==> src/rtl/rat_io_pkg.sv <==
// Shared constants for the RAT I/O responder: port map and default data width.
package rat_io_pkg;

  localparam int DATA_W_DEF = 8;

  localparam logic [7:0] LEDS_ID     = 8'h40;
  localparam logic [7:0] SSEG_ID     = 8'h81;
  localparam logic [7:0] SW_ID       = 8'h20;
  localparam logic [7:0] BTN_ID      = 8'hFF;
  localparam logic [7:0] INT_ACK_ID  = 8'h21;
  localparam logic [7:0] INT_PEND_ID = 8'h22;
  localparam logic [7:0] INT_MASK_ID = 8'h23;

  // A register write is qualified by the strobe and an exact ID match.
  function automatic logic wr_hit(input logic strb, input logic [7:0] id, input logic [7:0] target);
    return strb && (id == target);
  endfunction

endpackage

==> src/rtl/rat_io_responder_if.sv <==
// MCU-side I/O bus: the MCU is the master, the responder is the slave.
interface rat_io_responder_if
  import rat_io_pkg::*;
#(
  parameter int DATA_W = DATA_W_DEF
);
  logic [7:0]        PORT_ID;
  logic [DATA_W-1:0] OUT_PORT;
  logic              IO_STRB;
  logic [DATA_W-1:0] IN_PORT;

  modport master (output PORT_ID, output OUT_PORT, output IO_STRB, input IN_PORT);
  modport slave  (input PORT_ID, input OUT_PORT, input IO_STRB, output IN_PORT);
endinterface

==> src/rtl/rat_btn_debounce.sv <==
// Single-bit synchroniser followed by a stability counter; the stable bit only
// toggles after the synchronised input has disagreed for DEBOUNCE_CYCLES cycles.
module rat_btn_debounce #(
  parameter int SYNC_STAGES     = 2,
  parameter int DEBOUNCE_CYCLES = 16
) (
  input  logic CLK,
  input  logic RESET_N,
  input  logic btn_async,
  output logic btn_stable,
  output logic btn_rise
);
  localparam int CNT_W = $clog2(DEBOUNCE_CYCLES) + 1;
  localparam logic [CNT_W-1:0] CNT_LAST = CNT_W'(DEBOUNCE_CYCLES - 1);

  logic [SYNC_STAGES-1:0] sync_r;
  logic [CNT_W-1:0]       cnt_r;
  logic                   stable_r;
  logic                   mismatch_s;
  logic                   expire_s;

  assign mismatch_s = sync_r[SYNC_STAGES-1] ^ stable_r;
  assign expire_s   = mismatch_s && (cnt_r == CNT_LAST);
  assign btn_stable = stable_r;
  // Rise is flagged on the same edge the stable bit goes high.
  assign btn_rise   = expire_s && !stable_r;

  // Input synchroniser chain.
  always_ff @(posedge CLK or negedge RESET_N) begin
    if (!RESET_N) begin
      sync_r <= '0;
    end else begin
      sync_r <= {sync_r[SYNC_STAGES-2:0], btn_async};
    end
  end

  // Debounce counter and accepted value; the counter saturates instead of wrapping.
  always_ff @(posedge CLK or negedge RESET_N) begin
    if (!RESET_N) begin
      cnt_r    <= '0;
      stable_r <= 1'b0;
    end else if (!mismatch_s) begin
      cnt_r <= '0;
    end else if (expire_s) begin
      stable_r <= !stable_r;
      cnt_r    <= '0;
    end else if (cnt_r != {CNT_W{1'b1}}) begin
      cnt_r <= cnt_r + CNT_W'(1);
    end
  end

endmodule

==> src/rtl/rat_io_responder.sv <==
// Peripheral responder on the RAT MCU I/O bus: LED/seven-segment registers,
// synchronised switches, debounced buttons. Define RAT_IO_INT_EN for button interrupts.
module rat_io_responder
  import rat_io_pkg::*;
#(
  parameter int DATA_W          = DATA_W_DEF,
  parameter int N_BTN           = 4,
  parameter int SYNC_STAGES     = 2,
  parameter int DEBOUNCE_CYCLES = 16
) (
  input  logic                CLK,
  input  logic                RESET_N,
  rat_io_responder_if.slave   io,
  input  logic [DATA_W-1:0]   SWITCHES,
  input  logic [N_BTN-1:0]    BUTTONS,
  output logic [DATA_W-1:0]   LEDS,
  output logic [DATA_W-1:0]   SSEG,
  output logic                INT_R
);
  logic [DATA_W-1:0] leds_r;
  logic [DATA_W-1:0] sseg_r;
  logic [DATA_W-1:0] sw_sync_r [SYNC_STAGES];
  logic [N_BTN-1:0]  btn_stable_s;
  logic [N_BTN-1:0]  btn_rise_s;
  logic [DATA_W-1:0] pend_rd_s;
  logic [DATA_W-1:0] mask_rd_s;
  logic [DATA_W-1:0] rd_mux_s;

  assign LEDS = leds_r;
  assign SSEG = sseg_r;

  // Output registers written by OUT instructions.
  always_ff @(posedge CLK or negedge RESET_N) begin
    if (!RESET_N) begin
      leds_r <= '0;
      sseg_r <= '0;
    end else begin
      if (wr_hit(io.IO_STRB, io.PORT_ID, LEDS_ID)) leds_r <= io.OUT_PORT;
      if (wr_hit(io.IO_STRB, io.PORT_ID, SSEG_ID)) sseg_r <= io.OUT_PORT;
    end
  end

  // Switch synchroniser; switches are read raw, without debounce.
  always_ff @(posedge CLK or negedge RESET_N) begin
    if (!RESET_N) begin
      for (int i = 0; i < SYNC_STAGES; i++) sw_sync_r[i] <= '0;
    end else begin
      sw_sync_r[0] <= SWITCHES;
      for (int i = 1; i < SYNC_STAGES; i++) sw_sync_r[i] <= sw_sync_r[i-1];
    end
  end

  for (genvar g = 0; g < N_BTN; g++) begin : g_btn
    rat_btn_debounce #(
      .SYNC_STAGES     (SYNC_STAGES),
      .DEBOUNCE_CYCLES (DEBOUNCE_CYCLES)
    ) u_db (
      .CLK        (CLK),
      .RESET_N    (RESET_N),
      .btn_async  (BUTTONS[g]),
      .btn_stable (btn_stable_s[g]),
      .btn_rise   (btn_rise_s[g])
    );
  end

`ifdef RAT_IO_INT_EN
  logic [N_BTN-1:0]  pending_r;
  logic [DATA_W-1:0] mask_r;
  logic              int_r;
  logic [N_BTN-1:0]  ack_s;

  assign ack_s     = wr_hit(io.IO_STRB, io.PORT_ID, INT_ACK_ID) ? io.OUT_PORT[N_BTN-1:0] : '0;
  assign pend_rd_s = DATA_W'(pending_r);
  assign mask_rd_s = mask_r;
  assign INT_R     = int_r;

  // Pending/mask state; a new rising edge beats a simultaneous acknowledge.
  always_ff @(posedge CLK or negedge RESET_N) begin
    if (!RESET_N) begin
      pending_r <= '0;
      mask_r    <= '0;
      int_r     <= 1'b0;
    end else begin
      pending_r <= (pending_r & ~ack_s) | btn_rise_s;
      if (wr_hit(io.IO_STRB, io.PORT_ID, INT_MASK_ID)) mask_r <= io.OUT_PORT;
      int_r <= |(pending_r & mask_r[N_BTN-1:0]);
    end
  end
`else
  logic unused_rise_s;

  assign unused_rise_s = ^btn_rise_s;
  assign pend_rd_s     = '0;
  assign mask_rd_s     = '0;
  assign INT_R         = 1'b0;
`endif

  // Zero-latency read mux over registered sources.
  always_comb begin
    rd_mux_s = '0;
    case (io.PORT_ID)
      SW_ID:       rd_mux_s = sw_sync_r[SYNC_STAGES-1];
      BTN_ID:      rd_mux_s = DATA_W'(btn_stable_s);
      INT_PEND_ID: rd_mux_s = pend_rd_s;
      INT_MASK_ID: rd_mux_s = mask_rd_s;
      default:     rd_mux_s = '0;
    endcase
  end

  assign io.IN_PORT = rd_mux_s;

endmodule

==> src/flat_wrapper.sv <==
// flat-port wrapper written by rule: the top's interface ports become plain ports
module rat_io_responder_flat import rat_io_pkg::*;
#(
  parameter int DATA_W          = DATA_W_DEF,
  parameter int N_BTN           = 4,
  parameter int SYNC_STAGES     = 2,
  parameter int DEBOUNCE_CYCLES = 16
)
  (CLK, RESET_N, SWITCHES, BUTTONS, LEDS, SSEG, INT_R, io_PORT_ID, io_OUT_PORT, io_IO_STRB, io_IN_PORT);
  rat_io_responder_if #(.DATA_W(DATA_W)) io_i ();
  input  logic CLK;
  input  logic RESET_N;
  input  logic [DATA_W-1:0] SWITCHES;
  input  logic [N_BTN-1:0] BUTTONS;
  output logic [DATA_W-1:0] LEDS;
  output logic [DATA_W-1:0] SSEG;
  output logic INT_R;
  input wire logic [$bits(io_i.PORT_ID)-1:0] io_PORT_ID;
  input wire logic [$bits(io_i.OUT_PORT)-1:0] io_OUT_PORT;
  input wire logic [$bits(io_i.IO_STRB)-1:0] io_IO_STRB;
  output wire logic [$bits(io_i.IN_PORT)-1:0] io_IN_PORT;
  assign io_i.PORT_ID = io_PORT_ID;
  assign io_i.OUT_PORT = io_OUT_PORT;
  assign io_i.IO_STRB = io_IO_STRB;
  assign io_IN_PORT = io_i.IN_PORT;
  rat_io_responder #(.DATA_W(DATA_W), .N_BTN(N_BTN), .SYNC_STAGES(SYNC_STAGES), .DEBOUNCE_CYCLES(DEBOUNCE_CYCLES)) u_core (.CLK(CLK), .RESET_N(RESET_N), .io(io_i), .SWITCHES(SWITCHES), .BUTTONS(BUTTONS), .LEDS(LEDS), .SSEG(SSEG), .INT_R(INT_R));
endmodule
==> config.mk <==
export PLATFORM = sky130hd
export DESIGN_NAME = rat_io_responder_flat
export DESIGN_NICKNAME = d
export VERILOG_FILES = /design/src/rtl/rat_io_pkg.sv /design/src/rtl/rat_io_responder_if.sv /design/src/rtl/rat_btn_debounce.sv /design/src/rtl/rat_io_responder.sv /design/src/flat_wrapper.sv
export SDC_FILE = /design/constraint.sdc
export NUM_CORES = 1
export LEC_CHECK = 0
export BUFFER_PORTS_ARGS = -buffer_cell sky130_fd_sc_hd__buf_2
export CAP_MARGIN = 20
export CORE_ASPECT_RATIO = 0.75
export CORE_MARGIN = 3
export CORE_UTILIZATION = 25
export CTS_BUF_LIST = sky130_fd_sc_hd__clkbuf_8
export CTS_CLUSTER_SIZE = 20
export DETAILED_ROUTE_END_ITERATION = 6
export PLACE_DENSITY = 0.49
export SYNTH_ARGS = -nofsm -noshare
export SYNTH_HDL_FRONTEND = slang
export SYNTH_HIERARCHICAL = 1
export SYNTH_SLANG_ARGS = --single-unit
==> constraint.sdc <==
create_clock -name CLK -period 2.22 [get_ports CLK]
set_input_delay 0.222 -clock CLK [delete_from_list [all_inputs] [get_ports CLK]]
set_output_delay 0.222 -clock CLK [all_outputs]
set_load 0.02 [all_outputs]
==> impl_results.md <==
* Setup TNS at 0 ns
* Pin count of the biggest net entering global routing at 27
* Worst hold slack at 0.133 ns
* Clk_skew at 0.00679 ns
* Core Region at approximately 0.0094 mm²
* H-tree levels at 3
* Worst skew pair latency at 0.33 ns
* Tcrit/Tclk final at between 80% and 90%
* Post-cts resize count at 0
* CTS Buf Count at 9
* # IOs at 56
* Synthesized area per cell at roughly 14 µm²
* Rel. slew slack at 59.0%
* Gr busiest metal: met2
* Yosys warnings at 6
* Lkg Pwr at roughly 1.7 nW
* Die height at 92.6 µm
* Post-detail-place hpwl at around 3400 µm
* Max_cap viols at 0
* Clk sinks at 64
* Root Driver: clkbuf_8
* Worst hold path class: in2reg
* WP data required at 2.00 ns
* # rows at 30
* Placed cell area at between 0.002 and 0.003 mm²
* Met2 Resource Use GR at 13.4%
* Final Hold Viols at 0
* Initial Utilization at 26.7%
* Critical path arrival at 1.64 ns
* Setup violators final at 0
* DIE WIDTH at between 100 and 150 µm
* 1st-pass router iterations at 4
* Setup CP Type: in2out
* Initial antenna violation count at 0
* Met1 usage at 11.2%
* RSZ-0062 raised after global routing: no
* Critical path endpoint category: output pin
* I/O Buffers at 54
* CP max FO at 8
* Area of the die at 0.0113 mm²
* WL per Instance at 12.0 µm
* Grt ovf at 0
* Starting DRC count in detailed routing at 52
* Fmax at around 540 MHz
* Vias after detailed routing at 1656
* FILL cells at ~940
* Final min period at approximately 1.9 ns
* GRT Total Usage at 9.01%
* Routed WL at 4640 µm
* Clk buf depth at 2
* Peak VDD IR at 0.342 mV
* Synth-to-layout area growth at 30.1%
* First-pass GRT wire length at 7790 µm
* Worst slew pin tran at 0.615 ns
* Net Count, Synth at 211
* Antenna cells at 0
* Crit path launch type: input pin
* Via count of the first global-routing pass at 1651
* CTS tree: yes
* Netlist Area Pre-Place at 0.00250 mm²
* Placer Congestion at 0.764
* Layout cells sized above 1 at 38.1%
* DRT antenna net count at 0
* Nets at 291
* Final cell area excluding filler cells at 0.00325 mm²
* Post-DR vias/cell at 4.27
* Power Density at 709 mW/mm²
* DRC violations left at 0
* Clk slew on worst S/H paths at 0.06 ns
* Total Power at 2.31 mW
* Max-slew violations at 0
* Met3 usage at under 10%
* Cells after Synth at around 180
* Status: finished, final reports clean
## layout make-up
type	count	area [µm²]	share of cell area, %
clock buffer	11	151	4.65
clock inverter	4	21.3	0.654
multi-input combinational	109	870	26.7
sequential	64	1600	49.2
tap	128	160	4.92
timing repair buffer	72	450	13.8
## state kept, by name (all words and copies together), names as in the netlist
| signal | flops |
|---|---|
| u_core/g_btn.u_db/sync_r | 8 |
| u_core/g_btn.u_db/cnt_r | 20 |
| u_core/sw_sync_r | 16 |
| u_core/LEDS | 8 |
| u_core/g_btn.u_db/btn_stable | 4 |
| u_core/SSEG | 8 |
## metal layers
layer	share of wire (%)	up-vias	wire [µm]
li1	-	800	-
met1	47	810	2180
met2	46	41	2120
met3	6.1	5	282
met4	1.1	0	53
met5	0	-	0
## what timing repair did
| item | CTS | global route |
|---|---|---|
| hold endpoints to repair | 35 | 0 |
| buffers inserted | 0 | 0 |
| hold buffers | 13 | 0 |
## critical path: stages
cell    delay, ns
buf_2        0.10
or4_4        0.54
nor4_1       0.24
buf_4        0.21
a22o_1       0.15
buf_2        0.16
## stage by stage
step                util (%)  worst slack (ns)  instances
global placement        31.5             0.264        360
detailed placement      31.5             0.246        360
finish                  34.7             0.356        388
global route            34.7             0.266        388
floorplan                  -             0.286        176
CTS                     34.7             0.331        388
## power by group
| group | switching (mW) | internal, mW |
|---|---|---|
| Sequential | 0.0366 | 1.22 |
| Clock | 0.411 | 0.451 |
| Combinational | 0.0930 | 0.0946 |
## placed cells by master, fill, tap and decap left out, types with 2 or more instances in the layout
| cell | n |
|---|---|
| a31oi_1 | 5 |
| nand3_1 | 4 |
| clkbuf_8 | 11 |
| nand4_1 | 5 |
| nand2b_1 | 2 |
| nand3b_1 | 2 |
| a21oi_1 | 6 |
| and2_1 | 4 |
| mux2i_1 | 4 |
| ha_1 | 4 |
| a211oi_1 | 4 |
| and2b_1 | 4 |
| clkinv_2 | 2 |
| buf_4 | 4 |
| nand2_1 | 4 |
| a21bo_2 | 4 |
| dlygate4sd3_1 | 13 |
| o21bai_1 | 4 |
| or4_4 | 3 |
| xnor2_1 | 4 |
| nand4b_1 | 4 |
| mux2_2 | 11 |
| nor2_1 | 12 |
| a22o_1 | 4 |
| dfrtp_1 | 64 |
| buf_2 | 54 |
| mux2_4 | 8 |
| o21ai_0 | 3 |
## worst paths after layout
check	from	slack (ns)	cells past startpoint	to
hold reg to reg	u_core/sw_sync_r[15]	0.34	0	u_core/sw_sync_r[7]
setup reg to reg	u_core/g_btn[0].u_db/cnt_r[0]	0.82	4	u_core/g_btn[0].u_db/btn_stable
hold / removal	io_OUT_PORT[2]	0.13	2	u_core/SSEG[2]
min in group asynchronous	RESET_N	0.43	2	u_core/g_btn[2].u_db/btn_stable
max in group asynchronous	RESET_N	1.15	3	u_core/g_btn[2].u_db/sync_r[0]
setup / recovery	io_PORT_ID[4]	0.36	6	io_IN_PORT[0]
(Power assumes the default switching activity.)
